===== src/rtl/cim_pkg.sv =====
// -----------------------------------------------------------------------------
// cim_pkg
// Shared definitions for the CIM array front-end and the array decoder:
//   - array op codes (MAC, write, query, NOP)
//   - array address/data widths and address field positions
//   - command sequencer state encoding and latched-command record
//   - beat_addr(): burst beat address with natural wrap at the array size
// -----------------------------------------------------------------------------
package cim_pkg;

  localparam int ADDR_W = 9;
  localparam int DATA_W = 16;

  // Address layout: bank[8:5], row[4:3], col[2:0]
  localparam int BANK_MSB = 8;
  localparam int BANK_LSB = 5;
  localparam int ROW_MSB  = 4;
  localparam int ROW_LSB  = 3;
  localparam int COL_MSB  = 2;
  localparam int COL_LSB  = 0;

  typedef enum logic [1:0] {
    OP_MAC = 2'b00,
    OP_WR  = 2'b01,
    OP_QRY = 2'b10,
    OP_NOP = 2'b11
  } cim_op_e;

  typedef enum logic [1:0] {
    ST_IDLE,
    ST_ISSUE,
    ST_WAIT,
    ST_WBURST
  } seq_state_e;

  // Fields of an accepted command that are still needed after the accept
  // cycle. MAC operand and mask are consumed at the accept edge, so they are
  // not part of this record.
  typedef struct packed {
    cim_op_e             op;
    logic [ADDR_W-1:0]   addr;
    logic [3:0]          len;
  } cim_cmd_t;

  // Address of a burst beat; the sum truncates to ADDR_W bits so the last
  // array location wraps to 0.
  function automatic logic [ADDR_W-1:0] beat_addr(input logic [ADDR_W-1:0] base,
                                                  input logic [3:0]        beat);
    return base + {{(ADDR_W-4){1'b0}}, beat};
  endfunction

endpackage


===== src/rtl/cim_cmd_sequencer.sv =====
// -----------------------------------------------------------------------------
// cim_cmd_sequencer
// Command front-end for the CIM array. Accepts MAC / query / write-burst / NOP
// commands over a valid/ready interface, drives the array decoder inputs,
// expands write bursts into one array write per beat, waits out the array
// result latency and returns one done pulse per command.
//
// Parameters
//   RES_LAT      cycles from array issue to stable MAC/query result (1..15)
//
// Ports
//   clk, rst_n                  clock, asynchronous active-low reset
//   cmd_valid/cmd_ready         host command handshake (ready only when idle)
//   cmd_op/addr/len/data/mask   command fields (len = beats-1, writes only)
//   wdata_valid/wdata_ready     write beat handshake (ready only in a burst)
//   wdata                       write beat data (8 bits, zero-extended)
//   op_code/addr/data_bank/data_in   registered decoder drive
//   busy                        sequencer not idle
//   done_valid/done_op          one-cycle completion pulse and its op
// -----------------------------------------------------------------------------
module cim_cmd_sequencer
  import cim_pkg::*;
#(
  parameter int RES_LAT = 3
) (
  input  logic              clk,
  input  logic              rst_n,

  input  logic              cmd_valid,
  output logic              cmd_ready,
  input  logic [1:0]        cmd_op,
  input  logic [ADDR_W-1:0] cmd_addr,
  input  logic [3:0]        cmd_len,
  input  logic [DATA_W-1:0] cmd_data,
  input  logic [DATA_W-1:0] cmd_mask,

  input  logic              wdata_valid,
  output logic              wdata_ready,
  input  logic [7:0]        wdata,

  output logic [1:0]        op_code,
  output logic [ADDR_W-1:0] addr,
  output logic [DATA_W-1:0] data_bank,
  output logic [DATA_W-1:0] data_in,

  output logic              busy,
  output logic              done_valid,
  output logic [1:0]        done_op
);

  localparam logic [3:0] LAT_LOAD = 4'(RES_LAT - 1);

  seq_state_e state, state_next;
  cim_cmd_t   cmd_q;
  // Shared counter: beat index in WBURST, remaining latency in WAIT.
  logic [3:0] cnt;

  // Registered decoder drive and completion outputs, with their next values.
  cim_op_e           op_code_q,    op_code_d;
  logic [ADDR_W-1:0] addr_q,       addr_d;
  logic [DATA_W-1:0] data_bank_q,  data_bank_d;
  logic [DATA_W-1:0] data_in_q,    data_in_d;
  logic              done_valid_q, done_valid_d;
  cim_op_e           done_op_q,    done_op_d;

  cim_op_e cmd_op_e;
  logic    cmd_fire;
  logic    beat_fire;
  logic    last_beat;
  logic    lat_done;

  assign cmd_op_e  = cim_op_e'(cmd_op);
  // Handshakes are decoded straight from state so they do not depend on the
  // ready outputs; this keeps the combinational graph free of loops.
  assign cmd_fire  = cmd_valid   && (state == ST_IDLE);
  assign beat_fire = wdata_valid && (state == ST_WBURST);
  assign last_beat = beat_fire   && (cnt == cmd_q.len);
  assign lat_done  = (state == ST_WAIT) && (cnt == 4'd0);

  // ---------------------------------------------------------------------------
  // State register
  // ---------------------------------------------------------------------------
  // NOTE: sequential blocks use non-blocking assignments so every flop samples
  // the pre-edge values of the others, regardless of block evaluation order.
  always_ff @(posedge clk or negedge rst_n) begin
    if (!rst_n) state <= ST_IDLE;
    else        state <= state_next;
  end

  // ---------------------------------------------------------------------------
  // Next-state logic
  // ---------------------------------------------------------------------------
  // NOTE: every variable written in a combinational block gets a default at
  // the top, so no path leaves it unassigned and no latch is inferred.
  always_comb begin
    state_next = state;
    unique case (state)
      ST_IDLE: begin
        if (cmd_fire) begin
          unique case (cmd_op_e)
            OP_MAC, OP_QRY: state_next = ST_ISSUE;
            OP_WR:          state_next = ST_WBURST;
            OP_NOP:         state_next = ST_IDLE;
            default:        state_next = ST_IDLE;
          endcase
        end
      end
      ST_ISSUE:  state_next = ST_WAIT;
      ST_WAIT:   if (lat_done)  state_next = ST_IDLE;
      ST_WBURST: if (last_beat) state_next = ST_IDLE;
      default:   state_next = ST_IDLE;
    endcase
  end

  // ---------------------------------------------------------------------------
  // Command latch and shared beat/latency counter
  // ---------------------------------------------------------------------------
  // NOTE: the command latch and counter are plain flops (no memory array), so
  // they are all reset; an abandoned command leaves no stale state behind.
  always_ff @(posedge clk or negedge rst_n) begin
    if (!rst_n) begin
      cmd_q <= '{op: OP_NOP, addr: '0, len: '0};
      cnt   <= '0;
    end else begin
      unique case (state)
        ST_IDLE: begin
          if (cmd_fire) begin
            cmd_q <= '{op: cmd_op_e, addr: cmd_addr, len: cmd_len};
            cnt   <= '0;
          end
        end
        ST_ISSUE:  cnt <= LAT_LOAD;
        ST_WAIT:   if (cnt != 4'd0) cnt <= cnt - 4'd1;
        ST_WBURST: if (beat_fire)   cnt <= cnt + 4'd1;
        default:   cnt <= '0;
      endcase
    end
  end

  // ---------------------------------------------------------------------------
  // Output logic
  // The decoder drive is registered, so the value that must appear during the
  // ISSUE cycle is computed from the command inputs at the accept edge, and a
  // burst write appears the cycle after its beat handshake.
  // ---------------------------------------------------------------------------
  assign cmd_ready   = (state == ST_IDLE);
  assign wdata_ready = (state == ST_WBURST);
  assign busy        = (state != ST_IDLE);

  always_comb begin
    op_code_d    = OP_NOP;
    addr_d       = '0;
    data_bank_d  = '0;
    data_in_d    = '0;
    done_valid_d = 1'b0;
    done_op_d    = done_op_q;
    unique case (state)
      ST_IDLE: begin
        if (cmd_fire) begin
          unique case (cmd_op_e)
            OP_MAC: begin
              op_code_d   = OP_MAC;
              addr_d      = cmd_addr;
              data_bank_d = cmd_data;
              data_in_d   = cmd_mask;
            end
            OP_QRY: begin
              op_code_d   = OP_QRY;
              addr_d      = cmd_addr;
              data_bank_d = cmd_data;
            end
            OP_NOP: begin
              done_valid_d = 1'b1;
              done_op_d    = OP_NOP;
            end
            default: ;
          endcase
        end
      end
      ST_WAIT: begin
        if (lat_done) begin
          done_valid_d = 1'b1;
          done_op_d    = cmd_q.op;
        end
      end
      ST_WBURST: begin
        if (beat_fire) begin
          op_code_d   = OP_WR;
          addr_d      = beat_addr(cmd_q.addr, cnt);
          data_bank_d = {8'h00, wdata};
        end
        // The done pulse lines up with the last write on the decoder inputs.
        if (last_beat) begin
          done_valid_d = 1'b1;
          done_op_d    = OP_WR;
        end
      end
      default: ;
    endcase
  end

  always_ff @(posedge clk or negedge rst_n) begin
    if (!rst_n) begin
      op_code_q    <= OP_NOP;
      addr_q       <= '0;
      data_bank_q  <= '0;
      data_in_q    <= '0;
      done_valid_q <= 1'b0;
      done_op_q    <= OP_NOP;
    end else begin
      op_code_q    <= op_code_d;
      addr_q       <= addr_d;
      data_bank_q  <= data_bank_d;
      data_in_q    <= data_in_d;
      done_valid_q <= done_valid_d;
      done_op_q    <= done_op_d;
    end
  end

  assign op_code    = op_code_q;
  assign addr       = addr_q;
  assign data_bank  = data_bank_q;
  assign data_in    = data_in_q;
  assign done_valid = done_valid_q;
  assign done_op    = done_op_q;

endmodule

===== config.mk =====
export PLATFORM = sky130hd
export DESIGN_NAME = cim_cmd_sequencer
export DESIGN_NICKNAME = d
export VERILOG_FILES = /design/src/rtl/cim_pkg.sv /design/src/rtl/cim_cmd_sequencer.sv
export SDC_FILE = /design/constraint.sdc
export NUM_CORES = 1
export LEC_CHECK = 0
export ABC_CLOCK_PERIOD_IN_PS = 5500
export BUFFER_PORTS_ARGS = -buffer_cell sky130_fd_sc_hd__buf_2
export CAP_MARGIN = 20
export CORE_UTILIZATION = 53
export CTS_CLUSTER_DIAMETER = 60
export DETAILED_ROUTE_END_ITERATION = 8
export PLACE_DENSITY = 0.82
export SYNTH_ARGS = -nofsm -noshare
export SYNTH_HDL_FRONTEND = slang
export SYNTH_SLANG_ARGS = --single-unit

===== constraint.sdc =====
create_clock -name clk -period 5.5 [get_ports clk]
set_clock_uncertainty 0.1 [all_clocks]
set_input_delay 0.825 -clock clk [delete_from_list [all_inputs] [get_ports clk]]
set_output_delay 0.825 -clock clk [all_outputs]
set_load 0.02 [all_outputs]

==> results of run 1 <==
## power by group
| part | total [mW] | internal (mW) | leakage [nW] | switching [mW] |
|---|---|---|---|---|
| clock | 0.501 | 0.314 | 0.126 | 0.187 |
| sequential | 0.730 | 0.633 | 0.873 | 0.0965 |
| combinational | 0.768 | 0.329 | 1.02 | 0.439 |
## area by class of cell
cell class / count / area [sq um]
repair buffers: 110 / 561.8
well taps: 70 / 87.58
inverters: 11 / 41.29
flip-flops and latches: 67 / 1684
clock buffers: 10 / 137.6
multi-input cells: 154 / 1155
fillers: 395 / 1425
clock inverters: 6 / 112.6
## worst min-delay path, stage by stage (launching register included)
cell and delay, ps:
dfstp_2 370, inv_1 40, mux2i_1 50
## cell families after synthesis
| group | synth area share (%) |
|---|---|
| and+or+nand+nor | 12.47 |
| DFF | 57.87 |
| AOI/OAI and AO/OA | 10.53 |
| muxes | 7.223 |
| buffers and inverters | 2.622 |
| xor gates and xnor gates | 3.611 |
| adders and majority gates | 5.675 |
## how the worst max path moves through the flow
stage | start | end | cells past startpoint
detailed placement | cmd_valid | addr[3] | 4
CTS | state[1] | addr[3] | 5
floorplan | state[1] | cnt[3] | 8
finish | state[1] | busy | 4
global placement | cmd_valid | data_bank[3] | 4
global route | state[0] | busy | 4
## routing by layer
metal | global-route usage, % | up-vias | share of wire [%]
met1 | 27.93 | 1025 | 42
met5 | 0 | - | 0
met2 | 36.45 | 88 | 49
met4 | 14.62 | 0 | 3.9
li1 | - | 1050 | -
met3 | 4.192 | 19 | 5.1
## synthesized netlist by cell type
cell type | count | area share [%]
a21o_1 | 2 | 0.52
or4_4 | 1 | 0.39
nand3_1 | 1 | 0.17
and2_1 | 24 | 5.2
o41ai_1 | 1 | 0.30
nor2b_1 | 3 | 0.64
nand4_1 | 3 | 0.64
a221oi_1 | 1 | 0.30
o21a_1 | 1 | 0.26
nor3_2 | 1 | 0.34
nor4_1 | 1 | 0.22
nor2_1 | 19 | 2.5
o31ai_1 | 1 | 0.26
o211ai_1 | 1 | 0.26
dfrtp_1 | 61 | 52
a22o_1 | 13 | 3.9
a22oi_1 | 2 | 0.52
a21oi_2 | 1 | 0.30
a21oi_1 | 10 | 1.7
nand3b_2 | 1 | 0.39
nand2_1 | 9 | 1.2
dfstp_2 | 6 | 5.4
o21ai_1 | 4 | 0.69
clkbuf_1 | 5 | 0.64
nor3b_1 | 1 | 0.26
a41oi_1 | 1 | 0.30
mux2_1 | 15 | 5.8
xor2_1 | 4 | 1.2
xnor2_1 | 8 | 2.4
o21ai_0 | 3 | 0.52
and2b_2 | 1 | 0.30
nor3_1 | 2 | 0.34
mux2i_1 | 3 | 1.0
mux2_2 | 1 | 0.39
buf_6 | 1 | 0.39
a211oi_1 | 1 | 0.26
ha_1 | 10 | 4.3
fa_1 | 2 | 1.4
a31oi_1 | 2 | 0.43
buf_2 | 1 | 0.17
inv_1 | 11 | 1.4
## metrics by stage
| stage | hold WS (ps) | power [mW] | area [sq um] |
|---|---|---|---|
| after detailed placement | 360.9 | 1.496 | 3518 |
| after global placement | 354.6 | 1.467 | 3518 |
| after global routing | 405.5 | 2.119 | 3780 |
| after CTS | 371.0 | 2.004 | 3769 |
| after floorplan | 371.0 | 1.291 | 2910 |
| final | 364.2 | 1.998 | 3780 |
## flip-flops by register name, summed over array words and instances, names as in the netlist
name,count
data_in,16
addr,9
data_bank,16
done_valid,1
cmd_q,15
state,2
op_code,2
cnt,4
done_op,2
==> metrics.md, run 1 <==
| Metric | Value |
|---|---|
| Status | `complete, no violations` |
| Placed insts | `411` |
| Period utilization | `44.58%` |
| Cell chain of the critical path | `inv_1, ha_1, inv_1, buf_2` |
| Largest net degree at the start of global routing | `68` |
| CTS tree | `yes` |
| Min-Delay Endpoint | `done_op[1]` |
| Routability cong. | `0.9582` |
| Initial antenna violation count | `0` |
| Slowest cell delay on critical path | `420 ps` |
| ANT cells | `0` |
| WL/cell | `14.21 um` |
| Yosys warns | `0` |
| # rows | `26` |
| PD cells | `528.7 nW/um^2` |
| Final Setup Violations | `0` |
| Kind of critical path | `flop to output port` |
| Min-delay src | `done_op[1]` |
| Max-slew violations | `0` |
| CP max stage cell | `dfrtp_1` |
| Synthesized area | `2910 sq um` |
| Seq/Total Area, Yosys | `57.87%` |
| Syn nets | `310` |
| Starting Density | `55.91%` |
| Vias in the first global route | `2150` |
| Most used cell, CP | `inv_1` |
| Cells on Worst Hold Path | `2` |
| ANT nets after route | `0` |
| Die Ht | `76.10 um` |
| Commonest non-fill, non-tap cell in the layout | `buf_2` |
| Die width | `76.10 um` |
| H-tree Lvls | `3` |
| Arr. time, crit path | `1530 ps` |
| Worst-path maximum fanout | `8` |
| Share of cells above drive strength 1 | `38.83%` |
| Mapped Avg Cell Area | `12.18 sq um` |
| Setup slack at placement | `2632 ps` |
| Detailed Route WL | `6.082 mm` |
| Sink Count | `67` |
| Clock buffer count from CTS | `9` |
| Net count, final | `424` |
| DR vias | `2182` |
| Reg-to-Reg End | `cnt[3]` |
| Unique masters post-synth | `41` |
| Congestion Overflow GR | `0` |
| CORE AREA | `5205 sq um` |
| Post-CTS Setup Inserts | `0` |
| Register-to-Register Path Depth | `8` |
| Worst-path clk slew | `70 ps` |
| Syn-to-layout area delta | `29.88%` |
| RSZ-0062 raised after global routing | `false` |
| Non-Filler Instances | `428` |
| DRT Pass-1 Iters | `4` |
| Clock Tree Buf Depth | `2` |
| All-layer global routing usage | `22.56%` |
| Slew at the pin closest to its max-slew limit | `916.7 ps` |
| Type of the worst min-delay path | `flop to flop` |
| # DRC | `0` |
| Reg2Reg Launch Point | `state[0]` |
| DP HPWL | `4.462 mm` |
| Initial DRC count | `120` |
| Post-cts gate resize count | `0` |
| Mapped Cells | `239` |
| Final hold viol count | `0` |
| Final setup TNS | `0 ps` |
| Max IR drop VDD | `0.3234 mV` |
| Buf/Inv on CP | `3` |
| Vias/cell | `5.098` |
| Fmax achieved | `407.8 MHz` |
| Commonest non-fill, non-tap cells in the layout | `buf_2 (107), dfrtp_1 (61), and2_1 (24), nor2_1 (19), mux2_1 (15)` |
| CP required | `4580 ps` |
| Root Driver | `clkbuf_8` |
| Startpoint Class | `flop` |
| Flop-to-flop setup slack | `3150 ps` |
| Die area | `5791 sq um` |
| Leak pwr | `2.019 nW` |
| Yosys reg bits | `67` |
| Clk_lat worst skew | `340 ps` |
| Number of hold buffers added after cts | `0` |
| CP delay by family, top | `buffers and inverters` |
| Io pins | `108` |
| Tmin final | `2452 ps` |
| Layout Utilization | `72.62%` |
| Worst slew margin | `38.66%` |
| Final worst setup slack | `3048 ps` |
| Number of I/O port buffers | `107` |
| CP Capture Type | `output port` |
| First-pass GRT wire length | `10.06 mm` |
| Maxcap violations | `0` |
Note: power is estimated with default switching activity, not from simulation.
==> run 2, diff against run 1 <==
--- a/config.mk
+++ b/config.mk
@@ -5,13 +5,13 @@
 export SDC_FILE = /design/constraint.sdc
 export NUM_CORES = 1
 export LEC_CHECK = 0
-export ABC_CLOCK_PERIOD_IN_PS = 5500
+export ABC_CLOCK_PERIOD_IN_PS = 2400
 export BUFFER_PORTS_ARGS = -buffer_cell sky130_fd_sc_hd__buf_2
 export CAP_MARGIN = 20
-export CORE_UTILIZATION = 53
+export CORE_UTILIZATION = 49
 export CTS_CLUSTER_DIAMETER = 60
 export DETAILED_ROUTE_END_ITERATION = 8
-export PLACE_DENSITY = 0.82
+export PLACE_DENSITY = 0.76
 export SYNTH_ARGS = -nofsm -noshare
 export SYNTH_HDL_FRONTEND = slang
 export SYNTH_SLANG_ARGS = --single-unit
==> constraint.sdc (replaced) <==
create_clock -name clk -period 2.4 [get_ports clk]
set_clock_uncertainty 0.1 [all_clocks]
set_input_delay 0.36 -clock clk [delete_from_list [all_inputs] [get_ports clk]]
set_output_delay 0.36 -clock clk [all_outputs]
set_load 0.02 [all_outputs]
==> run 2 against run 1 <==
Compared with the run above: register-to-register slack lost 3000 ps; global-route usage shrank 0.64 points; sequential share of layout area is essentially flat; total power grew 130%; non-clock buffer count grew 3; hold slack lost 240 ps; clock-buffer cell count grew 2; critical endpoint is now cnt[3]; critical path type is now flop to flop; core utilization shrank 5.1 points; first-iteration DRC count shrank 19%; clock power grew 110%; sequential power grew 130%; largest cell class unchanged; final cell count grew 1.2%.
==> metrics.md, run 2 (synthesized netlist as in run 1, its figures left out) <==
| Metric | Value |
|---|---|
| Status | `complete, no violations` |
| Die Ht | `79.07 um` |
| Fillers | `423` |
| Worst-path clk slew | `70 ps` |
| First-pass GRT wire length | `10.23 mm` |
| All-layer global routing usage | `21.91%` |
| Congestion Overflow GR | `0` |
| H-tree Lvls | `3` |
| CP required | `2510 ps` |
| DR vias | `2233` |
| Routability cong. | `0.9501` |
| CTS tree | `yes` |
| ANT nets after route | `0` |
| Post-CTS Setup Inserts | `0` |
| Clock buffer count from CTS | `9` |
| Commonest non-fill, non-tap cell in the layout | `buf_2` |
| Fmax achieved | `444.6 MHz` |
| Clock Tree Buf Depth | `2` |
| # DRC | `0` |
| Share of cells above drive strength 1 | `38.78%` |
| Cell chain of the critical path | `ha_1, inv_1, ha_1, a21o_1, a21oi_1, xnor2_1, mux2i_1, o31ai_1` |
| Period utilization | `93.71%` |
| Final hold viol count | `0` |
| Initial DRC count | `97` |
| Kind of critical path | `flop to flop` |
| PD cells | `1194 nW/um^2` |
| Number of I/O port buffers | `107` |
| Power Total | `4.523 mW` |
| Io pins | `108` |
| ANT cells | `0` |
| DRT Pass-1 Iters | `4` |
| Die width | `79.07 um` |
| Final Setup Violations | `0` |
| Type of the worst min-delay path | `primary input to flop` |
| RSZ-0062 raised after global routing | `false` |
| Maxcap violations | `0` |
| Net count, final | `427` |
| CP delay by family, top | `adder cells` |
| Root Driver | `clkbuf_8` |
| Initial antenna violation count | `0` |
| Max-slew violations | `0` |
| Arr. time, crit path | `2360 ps` |
| Tmin final | `2249 ps` |
| Max IR drop VDD | `0.7026 mV` |
| CP max stage cell | `dfrtp_1` |
| DP HPWL | `4.615 mm` |
| Slew at the pin closest to its max-slew limit | `934.5 ps` |
| CP Capture Type | `flop` |
| Clk_lat worst skew | `340 ps` |
| Slowest cell delay on critical path | `410 ps` |
| Sink Count | `67` |
| Leak pwr | `2.019 nW` |
| WL/cell | `14.58 um` |
| Commonest non-fill, non-tap cells in the layout | `buf_2 (107), dfrtp_1 (60), and2_1 (24), nor2_1 (19), mux2_1 (15)` |
| Worst slew margin | `37.47%` |
| Most used cell, CP | `ha_1` |
| Die area | `6251 sq um` |
| Vias/cell | `5.157` |
| CORE AREA | `5608 sq um` |
| Worst-path maximum fanout | `8` |
| Detailed Route WL | `6.313 mm` |
| Buf/Inv on CP | `1` |
| Syn-to-layout area delta | `30.09%` |
| Largest net degree at the start of global routing | `42` |
| Starting Density | `51.90%` |
| Final setup TNS | `0 ps` |
| Startpoint Class | `flop` |
| Vias in the first global route | `2160` |
| # rows | `27` |
run 2: repair_timing:
action,CTS,global route
setup endpoints to repair,0,1
gates resized for setup,0,1
endpoints found under the hold margin,26,0
hold buffers,1,0
run 2: path summary, 6_finish.rpt:
path / to / depth (start not counted) / slack [ps] / from
max in group asynchronous: done_op[0] / 3 / 1050 / rst_n
min: data_bank[13] / 2 / 120 / cmd_data[13]
max reg2reg: cnt[3] / 8 / 150 / state[0]
min reg2reg: done_op[1] / 2 / 370 / done_op[1]
min in group asynchronous: addr[4] / 2 / 460 / rst_n
max: cnt[3] / 8 / 150 / state[0]
run 2: routing by layer:
metal  track usage [%]  wire length (um)  vias up
li1                  -                 -     1056
met1             27.79              2764     1073
met2             33.88              2968       85
met3             6.552               397       19
met4             11.27               182        0
met5                 0                 0        -
run 2: layout make-up:
| cell class | instances | area [sq um] | share of cell area (%) |
|---|---|---|---|
| sequential | 67 | 1685 | 44.51 |
| multi-input combinational | 154 | 1155 | 30.50 |
| timing repair buffer | 113 | 595.6 | 15.73 |
| clock buffer | 12 | 145.1 | 3.833 |
| tap | 72 | 90.09 | 2.379 |
| clock inverter | 4 | 73.82 | 1.950 |
| inverter | 11 | 41.29 | 1.091 |
run 2: worst reg2reg max path, stage by stage (launching register included):
cell	delay, ps
dfrtp_1	410
ha_1	310
inv_1	180
ha_1	340
a21o_1	180
a21oi_1	170
xnor2_1	160
mux2i_1	200
o31ai_1	70
run 2: where the power goes:
| group | switching [mW] | total, mW | leakage, nW | internal (mW) |
|---|---|---|---|---|
| logic | 1.02 | 1.81 | 1.04 | 0.784 |
| clock network | 0.431 | 1.05 | 0.111 | 0.615 |
| registers | 0.218 | 1.67 | 0.872 | 1.45 |
run 2: metrics by stage:
stage               cells  instance area (sq um)  worst slack, ps  hold slack (ps)  utilization, %
CTS                   433                   3785            149.2            111.7           67.49
floorplan             239                   2910            190.0           -35.59               -
global placement      416                   3556            261.1            298.8           63.41
global route          433                   3786            31.73            113.4           67.51
detailed placement    416                   3556            163.6            308.7           63.41
finish                433                   3786            151.0            123.6           67.51
